### src/rtl/mips_pkg.sv
// Shared MIPS definitions: opcode constants, the fetch unit's default reset
// vector and the fetch FSM encoding.
package mips_pkg;

  localparam logic [5:0] OP_RTYPE = 6'b000000;
  localparam logic [5:0] OP_ORI   = 6'b001101;
  localparam logic [5:0] OP_LW    = 6'b100011;
  localparam logic [5:0] OP_SW    = 6'b101011;
  localparam logic [5:0] OP_BEQ   = 6'b000100;
  localparam logic [5:0] OP_J     = 6'b000010;

  localparam logic [31:0] DEFAULT_RESET_PC = 32'h0000_3000;

  typedef enum logic [0:0] {
    FETCH = 1'b0,
    HOLD  = 1'b1
  } ifuState_t;

endpackage

### src/rtl/mips_npc.sv
// Combinational next-PC select, shared between the fetch unit and the datapath.
module mips_npc
  import mips_pkg::*;
(
  input  logic [31:0] pc,
  input  logic [31:0] ins,
  input  logic        Branch,
  input  logic        Jump,
  input  logic        zero,
  output logic [31:0] npc
);

  logic [31:0] pcPlus4_s;
  logic [31:0] brOffset_s;
  logic [31:0] jumpTarget_s;
  logic        unusedOp_s;

  assign pcPlus4_s    = pc + 32'd4;
  assign brOffset_s   = {{14{ins[15]}}, ins[15:0], 2'b00};
  assign jumpTarget_s = {pcPlus4_s[31:28], ins[25:0], 2'b00};
  // The opcode field plays no part in target arithmetic.
  assign unusedOp_s   = ^ins[31:26];

  // Jump outranks a taken branch; everything else falls through to pc+4.
  always_comb begin
    npc = pcPlus4_s;
    if (Jump) begin
      npc = jumpTarget_s;
    end else if (Branch && zero) begin
      npc = pcPlus4_s + brOffset_s;
    end else begin
      npc = pcPlus4_s;
    end
  end

endmodule

### src/rtl/mips_ifu.sv
// Instruction fetch unit: PC, request/acknowledge fetch, instruction hold
// register for the decoder, next-PC update on accept and a retired counter.
module mips_ifu
  import mips_pkg::*;
#(
  parameter logic [31:0] RESET_PC = DEFAULT_RESET_PC
) (
  input  logic        clk,
  input  logic        rst,
  output logic        imem_req,
  output logic [31:0] imem_addr,
  input  logic        imem_ack,
  input  logic [31:0] imem_rdata,
  output logic        ins_valid,
  input  logic        ins_ready,
  output logic [31:0] ins,
  output logic [5:0]  op,
  output logic [31:0] pc,
  input  logic        Branch,
  input  logic        Jump,
  input  logic        zero,
  output logic [31:0] retired
);

  ifuState_t   state_r;
  logic        req_r;
  logic        valid_r;
  logic [31:0] pc_r;
  logic [31:0] ins_r;
  logic [31:0] retired_r;
  logic [31:0] npc_s;

  mips_npc uNpc (
    .pc     (pc_r),
    .ins    (ins_r),
    .Branch (Branch),
    .Jump   (Jump),
    .zero   (zero),
    .npc    (npc_s)
  );

  // Fetch/hold sequencer; handshake outputs are flops set alongside the state.
  always_ff @(posedge clk) begin
    if (rst) begin
      state_r   <= FETCH;
      req_r     <= 1'b1;
      valid_r   <= 1'b0;
      pc_r      <= RESET_PC;
      ins_r     <= 32'd0;
      retired_r <= 32'd0;
    end else begin
      case (state_r)
        FETCH: begin
          if (imem_ack) begin
            ins_r   <= imem_rdata;
            state_r <= HOLD;
            req_r   <= 1'b0;
            valid_r <= 1'b1;
          end
        end
        HOLD: begin
          if (ins_ready) begin
            pc_r      <= npc_s;
            retired_r <= retired_r + 32'd1;
            state_r   <= FETCH;
            req_r     <= 1'b1;
            valid_r   <= 1'b0;
          end
        end
        default: begin
          state_r <= FETCH;
          req_r   <= 1'b1;
          valid_r <= 1'b0;
        end
      endcase
    end
  end

  assign imem_req  = req_r;
  assign ins_valid = valid_r;
  assign imem_addr = pc_r;
  assign pc        = pc_r;
  assign ins       = ins_r;
  assign op        = ins_r[31:26];
  assign retired   = retired_r;

endmodule

### config.mk
export PLATFORM = sky130hd
export DESIGN_NAME = mips_ifu
export DESIGN_NICKNAME = d
export VERILOG_FILES = /design/src/rtl/mips_pkg.sv /design/src/rtl/mips_npc.sv /design/src/rtl/mips_ifu.sv
export SDC_FILE = /design/constraint.sdc
export NUM_CORES = 1
export LEC_CHECK = 0
export ABC_AREA = 1
export CAP_MARGIN = 20
export CORE_MARGIN = 3
export CORE_UTILIZATION = 43
export DETAILED_ROUTE_END_ITERATION = 8
export PLACE_DENSITY = 0.81
export SYNTH_ARGS = -nofsm -noshare
export SYNTH_HDL_FRONTEND = slang
export SYNTH_SLANG_ARGS = --single-unit
### constraint.sdc
create_clock -name clk -period 4.5 [get_ports clk]
set_input_delay 1.35 -clock clk [delete_from_list [all_inputs] [get_ports clk]]
set_output_delay 1.35 -clock clk [all_outputs]
set_load 0.02 [all_outputs]
==> parameters.txt, run 1 <==
Parameter                              Value

Worst setup path
  Crit. End Element ... register
  Number of cells on the worst reg-to-reg path ... 16
  Register-to-register path setup slack ... 1.14 ns
  R2r endpoint ... imem_addr[25]
  Required time at the worst-slack endpoint ... between 4 and 5 ns
  Element type at the critical path start ... register
  Arrival time reported for the critical path endpoint ... 3.60 ns
  Crit path max fanout ... 7
  Critical path type ... register to register
  Launching point of the worst reg2reg path ... imem_addr[9]

Detailed routing
  Number of vias per cell after detailed routing ... 5.34
  # DRC ... 0
  Detailed-route wire length ... ~25 mm
  Average wire per standard cell ... roughly 16 um
  Length of the first detailed-routing pass in iterations ... 6
  Count of antenna-violating nets left after detailed routing ... 0
  Iteration-0 DRC count of the detailed router ... 712
  Vias post-DR ... 8426

Flow run
  Max-cap violation count ... 0

Synthesis
  Count of state elements after synthesis ... 97
  Cell taking the most area after synthesis ... sky130_fd_sc_hd__dfxtp_1
  Register area share after synthesis ... 25.6%
  Dominant synthesized flop cell ... sky130_fd_sc_hd__dfxtp_1
  Post-Synthesis Cell Area ... ~7600 um2
  Synth Area in Simple Gates ... between 30% and 40%
  Share of flip-flops with an asynchronous set or reset after synthesis ... 0%
  Post-synthesis mux area share ... 0%
  Post-synth top area share ... 25.6%
  Main area contributors after synthesis ... sky130_fd_sc_hd__dfxtp_1 26%, sky130_fd_sc_hd__nand2_1 17%, sky130_fd_sc_hd__nor2_1 8.1%, sky130_fd_sc_hd__inv_1 6.4%, sky130_fd_sc_hd__ha_1 6.3%
  Number of synthesized flops with an enable pin ... 0
  Number of standard cells after synthesis ... about 1200
  Main combinational cell family by area after synthesis ... simple AND/OR/NAND/NOR gates
  Top cell types by occurrence after synthesis ... 337 x sky130_fd_sc_hd__nand2_1, 163 x sky130_fd_sc_hd__nor2_1, 129 x sky130_fd_sc_hd__inv_1, 97 x sky130_fd_sc_hd__dfxtp_1, 85 x sky130_fd_sc_hd__a21oi_1
  XOR/XNOR Fraction of Synth Area ... around 4.7%
  Compound-cell area share of the yosys netlist ... between 10% and 20%
  Yosys synthesis warning count ... 0
  Post-synthesis area per instance ... 6.19 um2
  Library cells used by synthesis ... 44
  Adder-cell area share of the yosys netlist ... 6.53%
  Count leader, synth ... sky130_fd_sc_hd__nand2_1

Pwr
  Total power of the final layout ... approximately 2300 uW
  Leakage power of the design ... 0.00423 uW
  VDD IR-drop max ... roughly 0.21 mV
  Power density over the cells ... 240 nW/um2

Die
  Initial cell density of the core ... 44.8%
  Number of top-level pins ... around 180
  Total core area ... 16900 um2
  # rows ... 47
  Die Area ... a little under 20000 um2
  Chip Width ... around 140 um
  Vertical die dimension ... 139 um

STA
  Post-layout worst setup margin ... 1.14 ns
  Maximum clock rate ... 297 MHz
  Slew of the pin with the lowest slew margin ... 0.959 ns
  Hold slack ... 0.455 ns
  Final setup fails ... 0
  Setup repair after global routing missed its margin ... false
  Final-report hold violation count ... 0
  Max-slew violation count ... 0
  Setup Skew ... 0.00733 ns
  Fin crit share ... around 75%
  Post-layout minimum cycle time ... about 3.4 ns
  Setup TNS Final ... 0 ns
  Max transition margin ... 36.0%

Clocking
  Buffers inserted by post-CTS timing repair ... 0
  Cts repair resizes ... 0
  Number of hold buffers added after cts ... 0
  Clock tree from TritonCTS ... built
  Clk Tree Root Cell ... sky130_fd_sc_hd__clkbuf_16
  CTS Buf Count ... 9
  Clock transition at the registers of the reported paths ... approximately 0.07 ns
  H-tree depth reported by CTS ... 3
  Clock Latency Late Sink ... between 0.3 and 0.4 ns
  Clock Sinks ... 97
  Maximum count of clock buffers along a single path ... 2

GRT
  Global-route wire length before repair ... 41.5 mm
  Vias in the first global route ... around 8100
  Met3 Use GR ... roughly 5.3%
  Grt ovf ... 0
  Met1 global-route usage ... 34.1%
  Total routing resource utilization after global routing ... 25.8%
  Layer carrying the most global-route usage ... met2
  GR Util met2 ... 41.8%
  Initial antenna violation count ... 0
  Largest net degree at the start of global routing ... 33

Min path
  Hold Crit Endpoint ... imem_req
  Worst Hold Class ... register to register
  Cell depth of the worst min-delay path ... 2
  Startpoint of the most critical hold path ... imem_req

Outcome
  Outcome ... finished, final reports clean

Place
  Detail Placement HPWL ... 20.0 mm
  Total instance count after detailed placement ... 1561
  Count of port buffers added during placement ... 170
  Post-placement setup slack ... 1.17 ns
  Final weighted congestion of routability-driven global placement ... 1.05

Cells and area
  Share of layout cells above drive strength 1 ... 5.23%
  Nets ... 1430
  Area added between synthesis and finish ... 26.0%
  Non-filler cells in the finished layout ... 1577
  Number of antenna repair diodes ... 0
[cells in the final DEF (no fill, tap or decap), drive strengths merged]
cell	instances
a21o	2
a21oi	85
a22o	1
and2	1
and3	2
buf	11
bufinv	1
clkbuf	11
clkdlybuf4s50	170
clkinv	3
clkinvlp	1
conb	4
dfxtp	97
fa	1
ha	38
inv	134
nand2	346
nand3	74
nand3b	4
nand4	27
nor2	175
nor3	21
nor3b	2
nor4	4
o211ai	5
o21a	2
o21ai	75
o21bai	9
o221a	1
o22ai	6
or2	4
xnor2	14
xor2	26
[through the flow]
| step | util, % | instance area [um2] |
|---|---|---|
| after detailed placement | 54.6 | 9250 |
| after global placement | 54.6 | 9250 |
| after global routing | 56.5 | 9560 |
| after CTS | 56.5 | 9560 |
| final | 56.5 | 9560 |
| after floorplan | - | 7600 |
[worst max-delay path by stage]
stage	endpoint	slack, ns	from	depth (start not counted)
final	imem_addr[25]	1.14	imem_addr[9]	16
after global routing	imem_addr[25]	0.89	imem_addr[18]	17
after CTS	imem_addr[25]	1.29	imem_addr[12]	16
after detailed placement	imem_addr[13]	1.17	Jump	5
after global placement	imem_addr[13]	1.09	Jump	5
after floorplan	imem_addr[31]	1.66	imem_addr[2]	21
[logic make-up after synthesis]
logic type / after synthesis
xor gates and xnor gates: 40
buffers and inverters: 203
adders and majority gates: 39
AOI/OAI and AO/OA: 186
and+or+nand+nor: 660
DFF: 97
other: 1
[where the power goes]
part | total (uW) | switching, uW | internal (uW)
logic | 524 | 311 | 213
clock network | 814 | 349 | 465
registers | 954 | 58.7 | 896
total | 2290 | 719 | 1570
[registers in the layout, summed over array words and instances, names as in the netlist]
name	flops
state_r	1
ins_valid	1
imem_addr	30
retired	32
ins	32
imem_req	1
[final cells by class]
type / instances / area, um2
clock buffers: 11 / 253
clock inverters: 5 / 60.1
fillers: 1613 / 7370
inverters: 134 / 505
multi-input cells: 929 / 4740
flip-flops and latches: 97 / 1940
well taps: 220 / 275
repair buffers: 181 / 1780
[worst max-delay path, stage by stage (launching register included)]
cell and delay, ns:
sky130_fd_sc_hd__dfxtp_1 0.51, sky130_fd_sc_hd__nand2_1 0.16, sky130_fd_sc_hd__nor2_1 0.22, sky130_fd_sc_hd__nand2_1 0.16, sky130_fd_sc_hd__nor3_2 0.20, sky130_fd_sc_hd__xor2_1 0.40, sky130_fd_sc_hd__ha_1 0.36, sky130_fd_sc_hd__nand2_1 0.18
sky130_fd_sc_hd__inv_1 0.06, sky130_fd_sc_hd__nand2_1 0.06, sky130_fd_sc_hd__nand3_1 0.13, sky130_fd_sc_hd__a21oi_1 0.25, sky130_fd_sc_hd__nand4_1 0.12, sky130_fd_sc_hd__nand3_1 0.20, sky130_fd_sc_hd__nand2_1 0.09, sky130_fd_sc_hd__nand2_1 0.06
sky130_fd_sc_hd__o21ai_0 0.08
[metal layers]
layer / part of all wire [%] / vias to the layer above
li1: - / 4171
met4: 3.1 / 0
met5: 0 / -
met1: 42 / 3821
met2: 46 / 368
met3: 8.6 / 66
Power figures use the tool's default switching activity.
==> inputs of run 2 (changes only) <==
==> constraint.sdc (replaced) <==
create_clock -name clk -period 3.34 [get_ports clk]
set_input_delay 1.002 -clock clk [delete_from_list [all_inputs] [get_ports clk]]
set_output_delay 1.002 -clock clk [all_outputs]
set_load 0.02 [all_outputs]
==> run 2 against run 1 <==
Effect of this change:
- die area did not move
- first-iteration DRC count rose by 7.3%
- hold slack improved by 0.0085 ns
- cell count rose by 1.0%
- via count rose by 0.88%
- critical endpoint is now imem_addr[31]
- global-route usage rose by 0.65 points
==> parameters.txt, run 2 (synthesis results as in run 1) <==
Parameter                              Value

Outcome
  Outcome ... finished, final reports clean

Detailed routing
  Length of the first detailed-routing pass in iterations ... 5
  Number of vias per cell after detailed routing ... 5.34
  Detailed-route wire length ... 26.2 mm
  Vias post-DR ... 8500
  Iteration-0 DRC count of the detailed router ... about 760
  Average wire per standard cell ... 16.5 um
  # DRC ... 0
  Count of antenna-violating nets left after detailed routing ... 0

Worst setup path
  Required time at the worst-slack endpoint ... 3.59 ns
  Buffers plus inverters on the worst setup path ... 3
  Delay of the slowest critical-path stage ... 0.38 ns
  Crit path max fanout ... 5
  Crit-path cells ... ha_1, inv_1, nor2_2, nand2_2, nor3_4, nand2_1, xor2_1, inv_1, ha_1, nand2_1, inv_1, a21oi_1, nand2_1, nand2_1, nand2_1, a21oi_2, nand2_1, nand3_1, nand2_1, nand2_1, nand2_1
  Cell type of the slowest stage on the worst timing path ... sky130_fd_sc_hd__dfxtp_2
  Arrival time reported for the critical path endpoint ... around 3.4 ns
  Register-to-register path setup slack ... 0.23 ns
  Crit-path leading delay family ... simple AND/OR/NAND/NOR gates
  Crit. End Element ... register
  Element type at the critical path start ... register
  Cell seen most often among critical-path stages ... sky130_fd_sc_hd__nand2_1
  Critical path type ... register to register

Die
  # rows ... 47
  Total core area ... approximately 17000 um2
  Number of top-level pins ... 175
  Vertical die dimension ... 139 um
  Chip Width ... around 140 um
  Initial cell density of the core ... 44.8%
  Die Area ... 19300 um2

Cells and area
  Area of the multi-input gates ... 4780 um2
  Area added between synthesis and finish ... 28.4%
  Cell area after layout ... just under 10000 um2
  Sequential standard cell area ... 1960 um2
  Final-layout fill cell count ... 1665
  Commonest cells after routing, fill and taps aside ... 337 x sky130_fd_sc_hd__nand2_1, 170 x sky130_fd_sc_hd__clkdlybuf4s50_1, 161 x sky130_fd_sc_hd__nor2_1
  Share of layout cells above drive strength 1 ... under 10%
  Nets ... between 1000 and 1500
  Share of the core filled with cells ... 57.5%
  Most common cell after layout, fill and taps aside ... sky130_fd_sc_hd__nand2_1
  Number of antenna repair diodes ... 0

Place
  Post-place instance area ... 9410 um2
  Final weighted congestion of routability-driven global placement ... 0.973
  Count of port buffers added during placement ... 170
  Detail Placement HPWL ... 21.0 mm

STA
  Max-slew violation count ... 0
  Maximum clock rate ... 322 MHz
  Fin crit share ... 93.0%
  Setup Skew ... 0.0100 ns
  Final-report hold violation count ... 0
  Slew of the pin with the lowest slew margin ... 0.510 ns
  Setup TNS Final ... 0 ns
  Max transition margin ... roughly two thirds
  Post-layout minimum cycle time ... 3.11 ns
  Hold slack ... 0.463 ns
  Final setup fails ... 0

Min path
  Worst Hold Class ... register to register

Clocking
  Buffers inserted by post-CTS timing repair ... 0
  Maximum count of clock buffers along a single path ... 2
  Clock transition at the registers of the reported paths ... 0.07 ns
  Clock Sinks ... 97
  Clk Tree Root Cell ... sky130_fd_sc_hd__clkbuf_16
  Clock tree from TritonCTS ... built
  H-tree depth reported by CTS ... 3
  Clock Latency Late Sink ... 0.35 ns
  CTS Buf Count ... 9

GRT
  Largest net degree at the start of global routing ... 34
  Total routing resource utilization after global routing ... approximately a quarter
  Initial antenna violation count ... 0
  Global-route wire length before repair ... 42.2 mm
  Vias in the first global route ... between 8000 and 9000
  Grt ovf ... 0

Pwr
  Power density over the cells ... 313 nW/um2
  Total power of the final layout ... 3050 uW
  Leakage power of the design ... 0.00435 uW
  VDD IR-drop max ... ~0.32 mV

Flow run
  Max-cap violation count ... 0
run 2: changes by cell type in the layout (fill, tap and decap cells not counted), moves of 2 or more:
cell	change
sky130_fd_sc_hd__a21oi_1	-3
sky130_fd_sc_hd__a21oi_2	+3
sky130_fd_sc_hd__dfxtp_1	-13
sky130_fd_sc_hd__buf_12	+2
sky130_fd_sc_hd__buf_4	+16
sky130_fd_sc_hd__nor2_4	+2
sky130_fd_sc_hd__dfxtp_2	+13
sky130_fd_sc_hd__clkbuf_8	-2
run 2: cell type report:
| class | count | area share (%) |
|---|---|---|
| repair buffers | 199 | 20.0 |
| flip-flops and latches | 97 | 20.1 |
| well taps | 220 | 2.83 |
| clock buffers | 9 | 2.31 |
| clock inverters | 5 | 0.578 |
| multi-input cells | 929 | 49.0 |
| inverters | 134 | 5.19 |
run 2: worst min-delay path, delay by kind of cell (launching register included):
family,cells,cell delay (ns)
AND/OR/NAND/NOR,2,0.10
flip-flops,1,0.32
run 2: path summary, 6_finish.rpt:
check	start	to	cells past startpoint
hold / removal	imem_req	imem_req	2
setup reg to reg	imem_addr[2]	imem_addr[31]	21
hold reg to reg	imem_req	imem_req	2
setup / recovery	imem_addr[2]	imem_addr[31]	21
run 2: through the flow:
step	worst slack [ns]	instances
finish	0.233	1593
global route	-0.0327	1593
CTS	0.0585	1593
detailed placement	0.0693	1579
global placement	0.0888	1579
floorplan	0.497	1229
run 2: what timing repair did:
item                       in CTS  in global routing
setup endpoints to repair       0                 12
resized for setup               0                 21
hold buffers                    0                  0
run 2: where the power goes:
group | internal (uW) | switching (uW) | leakage (uW)
Combinational | 303 | 434 | 0.00342
Sequential | 1210 | 76.0 | 0.000797
Clock | 573 | 451 | 0.000138
Total | 2080 | 961 | 0.00435
run 2: per-layer routing:
| metal | part of all wire, % | global-route usage, % |
|---|---|---|
| met4 | 2.8 | 6.75 |
| met1 | 43 | 34.8 |
| met3 | 7.8 | 4.79 |
| met5 | 0 | 0 |
| met2 | 47 | 45.0 |
==> inputs of run 3 (changes only) <==
--- a/config.mk
+++ b/config.mk
@@ -9,8 +9,10 @@
 export CAP_MARGIN = 20
 export CORE_MARGIN = 3
 export CORE_UTILIZATION = 43
+export CTS_CLUSTER_DIAMETER = 80
 export DETAILED_ROUTE_END_ITERATION = 8
 export PLACE_DENSITY = 0.81
+export SETUP_SLACK_MARGIN = 0.3
 export SYNTH_ARGS = -nofsm -noshare
 export SYNTH_HDL_FRONTEND = slang
 export SYNTH_SLANG_ARGS = --single-unit
==> run 3 against run 2 <==
Effect of this change:
- critical path depth down 7
- core utilization up 2.1 points
- highest routed layer unchanged
- critical endpoint is now imem_addr[12]
- sequential share of layout area down 0.38 points
==> parameters.txt, run 3 (synthesis results as in run 1) <==
Parameter                              Value

GRT
  Vias in the first global route ... 8220
  Initial antenna violation count ... 0
  Grt ovf ... 0
  Total routing resource utilization after global routing ... 26.6%
  Largest net degree at the start of global routing ... 34
  Global-route wire length before repair ... roughly 42 mm

Clocking
  Maximum count of clock buffers along a single path ... 2
  H-tree depth reported by CTS ... 3
  Clock Latency Late Sink ... approximately 0.35 ns
  Number of hold buffers added after cts ... 0
  CTS Buf Count ... 9
  Clock tree from TritonCTS ... built
  Clk Tree Root Cell ... sky130_fd_sc_hd__clkbuf_16
  Clock transition at the registers of the reported paths ... around 0.070 ns
  Clock Sinks ... 97

Place
  Final weighted congestion of routability-driven global placement ... 0.973
  Post-placement setup slack ... 0.0693 ns
  Post-place instance area ... 9410 um2
  Detail Placement HPWL ... 21.0 mm
  Count of port buffers added during placement ... 170

Detailed routing
  Count of antenna-violating nets left after detailed routing ... 0
  Vias post-DR ... between 8000 and 9000
  # DRC ... 0
  Iteration-0 DRC count of the detailed router ... 743
  Average wire per standard cell ... around 17 um
  Number of vias per cell after detailed routing ... 5.36
  Length of the first detailed-routing pass in iterations ... 7
  Detailed-route wire length ... 26.7 mm

STA
  Slew of the pin with the lowest slew margin ... 0.558 ns
  Final setup fails ... 0
  Post-layout worst setup margin ... roughly 0.42 ns
  Maximum clock rate ... 342 MHz
  Setup TNS Final ... 0 ns
  Setup repair after global routing missed its margin ... true
  Max transition margin ... 62.8%
  Post-layout minimum cycle time ... 2.92 ns
  Final-report hold violation count ... 0
  Fin crit share ... 87.6%
  Setup Skew ... 0.00991 ns
  Max-slew violation count ... 0

Worst setup path
  Critical path type ... register to register
  Crit path max fanout ... 7
  Crit. End Element ... register
  Required time at the worst-slack endpoint ... 3.57 ns
  Element type at the critical path start ... register
  Arrival time reported for the critical path endpoint ... 3.16 ns

Cells and area
  Commonest cells after routing, fill and taps aside ... 325 x sky130_fd_sc_hd__nand2_1, 170 x sky130_fd_sc_hd__clkdlybuf4s50_1, 149 x sky130_fd_sc_hd__nor2_1
  Nets ... 1454
  Share of layout cells above drive strength 1 ... 12.0%
  Cell area after layout ... 10100 um2
  Area added between synthesis and finish ... 33.0%
  Final-layout fill cell count ... 1610
  Most common cell after layout, fill and taps aside ... sky130_fd_sc_hd__nand2_1
  Number of antenna repair diodes ... 0

Pwr
  Leakage power of the design ... 0.00441 uW
  Total power of the final layout ... 3080 uW
  Power density over the cells ... between 300 and 400 nW/um2
  VDD IR-drop max ... about 0.32 mV

Die
  Vertical die dimension ... approximately 140 um
  Total core area ... ~17000 um2
  # rows ... 47
  Chip Width ... 139 um
  Die Area ... 19300 um2
  Initial cell density of the core ... 44.8%
  Number of top-level pins ... 175

Flow run
  Max-cap violation count ... 0

Outcome
  Outcome ... finished, final reports clean

Min path
  Worst Hold Class ... register to register
-- run 3: cell count changes in the layout (fill, tap and decap cells not counted), moves of 7 or more --
| cell | before | now |
|---|---|---|
| sky130_fd_sc_hd__nor2_2 | 7 | 14 |
| sky130_fd_sc_hd__nor2_1 | 161 | 149 |
| sky130_fd_sc_hd__ha_1 | 38 | 30 |
| sky130_fd_sc_hd__nand2_2 | 8 | 19 |
| sky130_fd_sc_hd__nand2_1 | 337 | 325 |
| sky130_fd_sc_hd__dfxtp_4 | 0 | 10 |
-- run 3: repair_timing --
| action | in CTS | in global routing |
|---|---|---|
| pin swaps | 0 | 13 |
| cloned | 0 | 0 |
| setup buffers | 0 | 6 |
| gates resized for setup | 18 | 83 |
| endpoints found under the setup margin | 14 | 20 |
-- run 3: path summary, 6_finish.rpt --
check | startpoint | endpoint | cells after the start | slack (ns)
setup / recovery | imem_addr[8] | imem_addr[12] | 14 | 0.42
hold / removal | imem_req | imem_req | 2 | 0.46
setup reg to reg | imem_addr[8] | imem_addr[12] | 14 | 0.42
hold reg to reg | imem_req | imem_req | 2 | 0.46
-- run 3: report_power, final --
part	internal [uW]	switching [uW]
sequential	1200	80.0
combinational	319	450
clock	573	457
-- run 3: final cells by class --
class | instances | area (um2) | area share (%)
Sequential cell | 97 | 1990 | 19.7
Tap cell | 220 | 275 | 2.73
Timing Repair Buffer | 205 | 1990 | 19.7
Inverter | 134 | 508 | 5.03
Clock inverter | 5 | 56.3 | 0.558
Multi-Input combinational cell | 929 | 5050 | 50.0
Clock buffer | 9 | 225 | 2.23
-- run 3: per-layer routing --
metal / track usage (%) / share of wire (%) / up-vias
met3: 4.86 / 8.2 / 51
met1: 34.7 / 42 / 3959
met5: 0 / 0 / -
met2: 45.1 / 48 / 356
li1: - / - / 4206
met4: 7.42 / 2.2 / 0
-- run 3: worst max-delay path: stages (launching register included) --
cell and delay (ns):
sky130_fd_sc_hd__dfxtp_4 0.40, sky130_fd_sc_hd__nand2_1 0.12, sky130_fd_sc_hd__nor2_4 0.13, sky130_fd_sc_hd__nand2_2 0.11, sky130_fd_sc_hd__nor2_4 0.17, sky130_fd_sc_hd__xor2_1 0.26, sky130_fd_sc_hd__ha_1 0.33, sky130_fd_sc_hd__a21oi_1 0.23
sky130_fd_sc_hd__o21ai_0 0.19, sky130_fd_sc_hd__nand3b_1 0.35, sky130_fd_sc_hd__xor2_1 0.22, sky130_fd_sc_hd__nand2_1 0.07, sky130_fd_sc_hd__nand3_1 0.09, sky130_fd_sc_hd__nand2_1 0.08, sky130_fd_sc_hd__nand2_1 0.04
-- run 3: stage by stage --
step	hold WS (ns)	util, %	cells
final	0.463	59.6	1599
after global routing	0.505	59.6	1599
after CTS	0.466	57.5	1593
after detailed placement	0.455	55.6	1579
after global placement	0.450	55.6	1579
after floorplan	0.515	-	1229
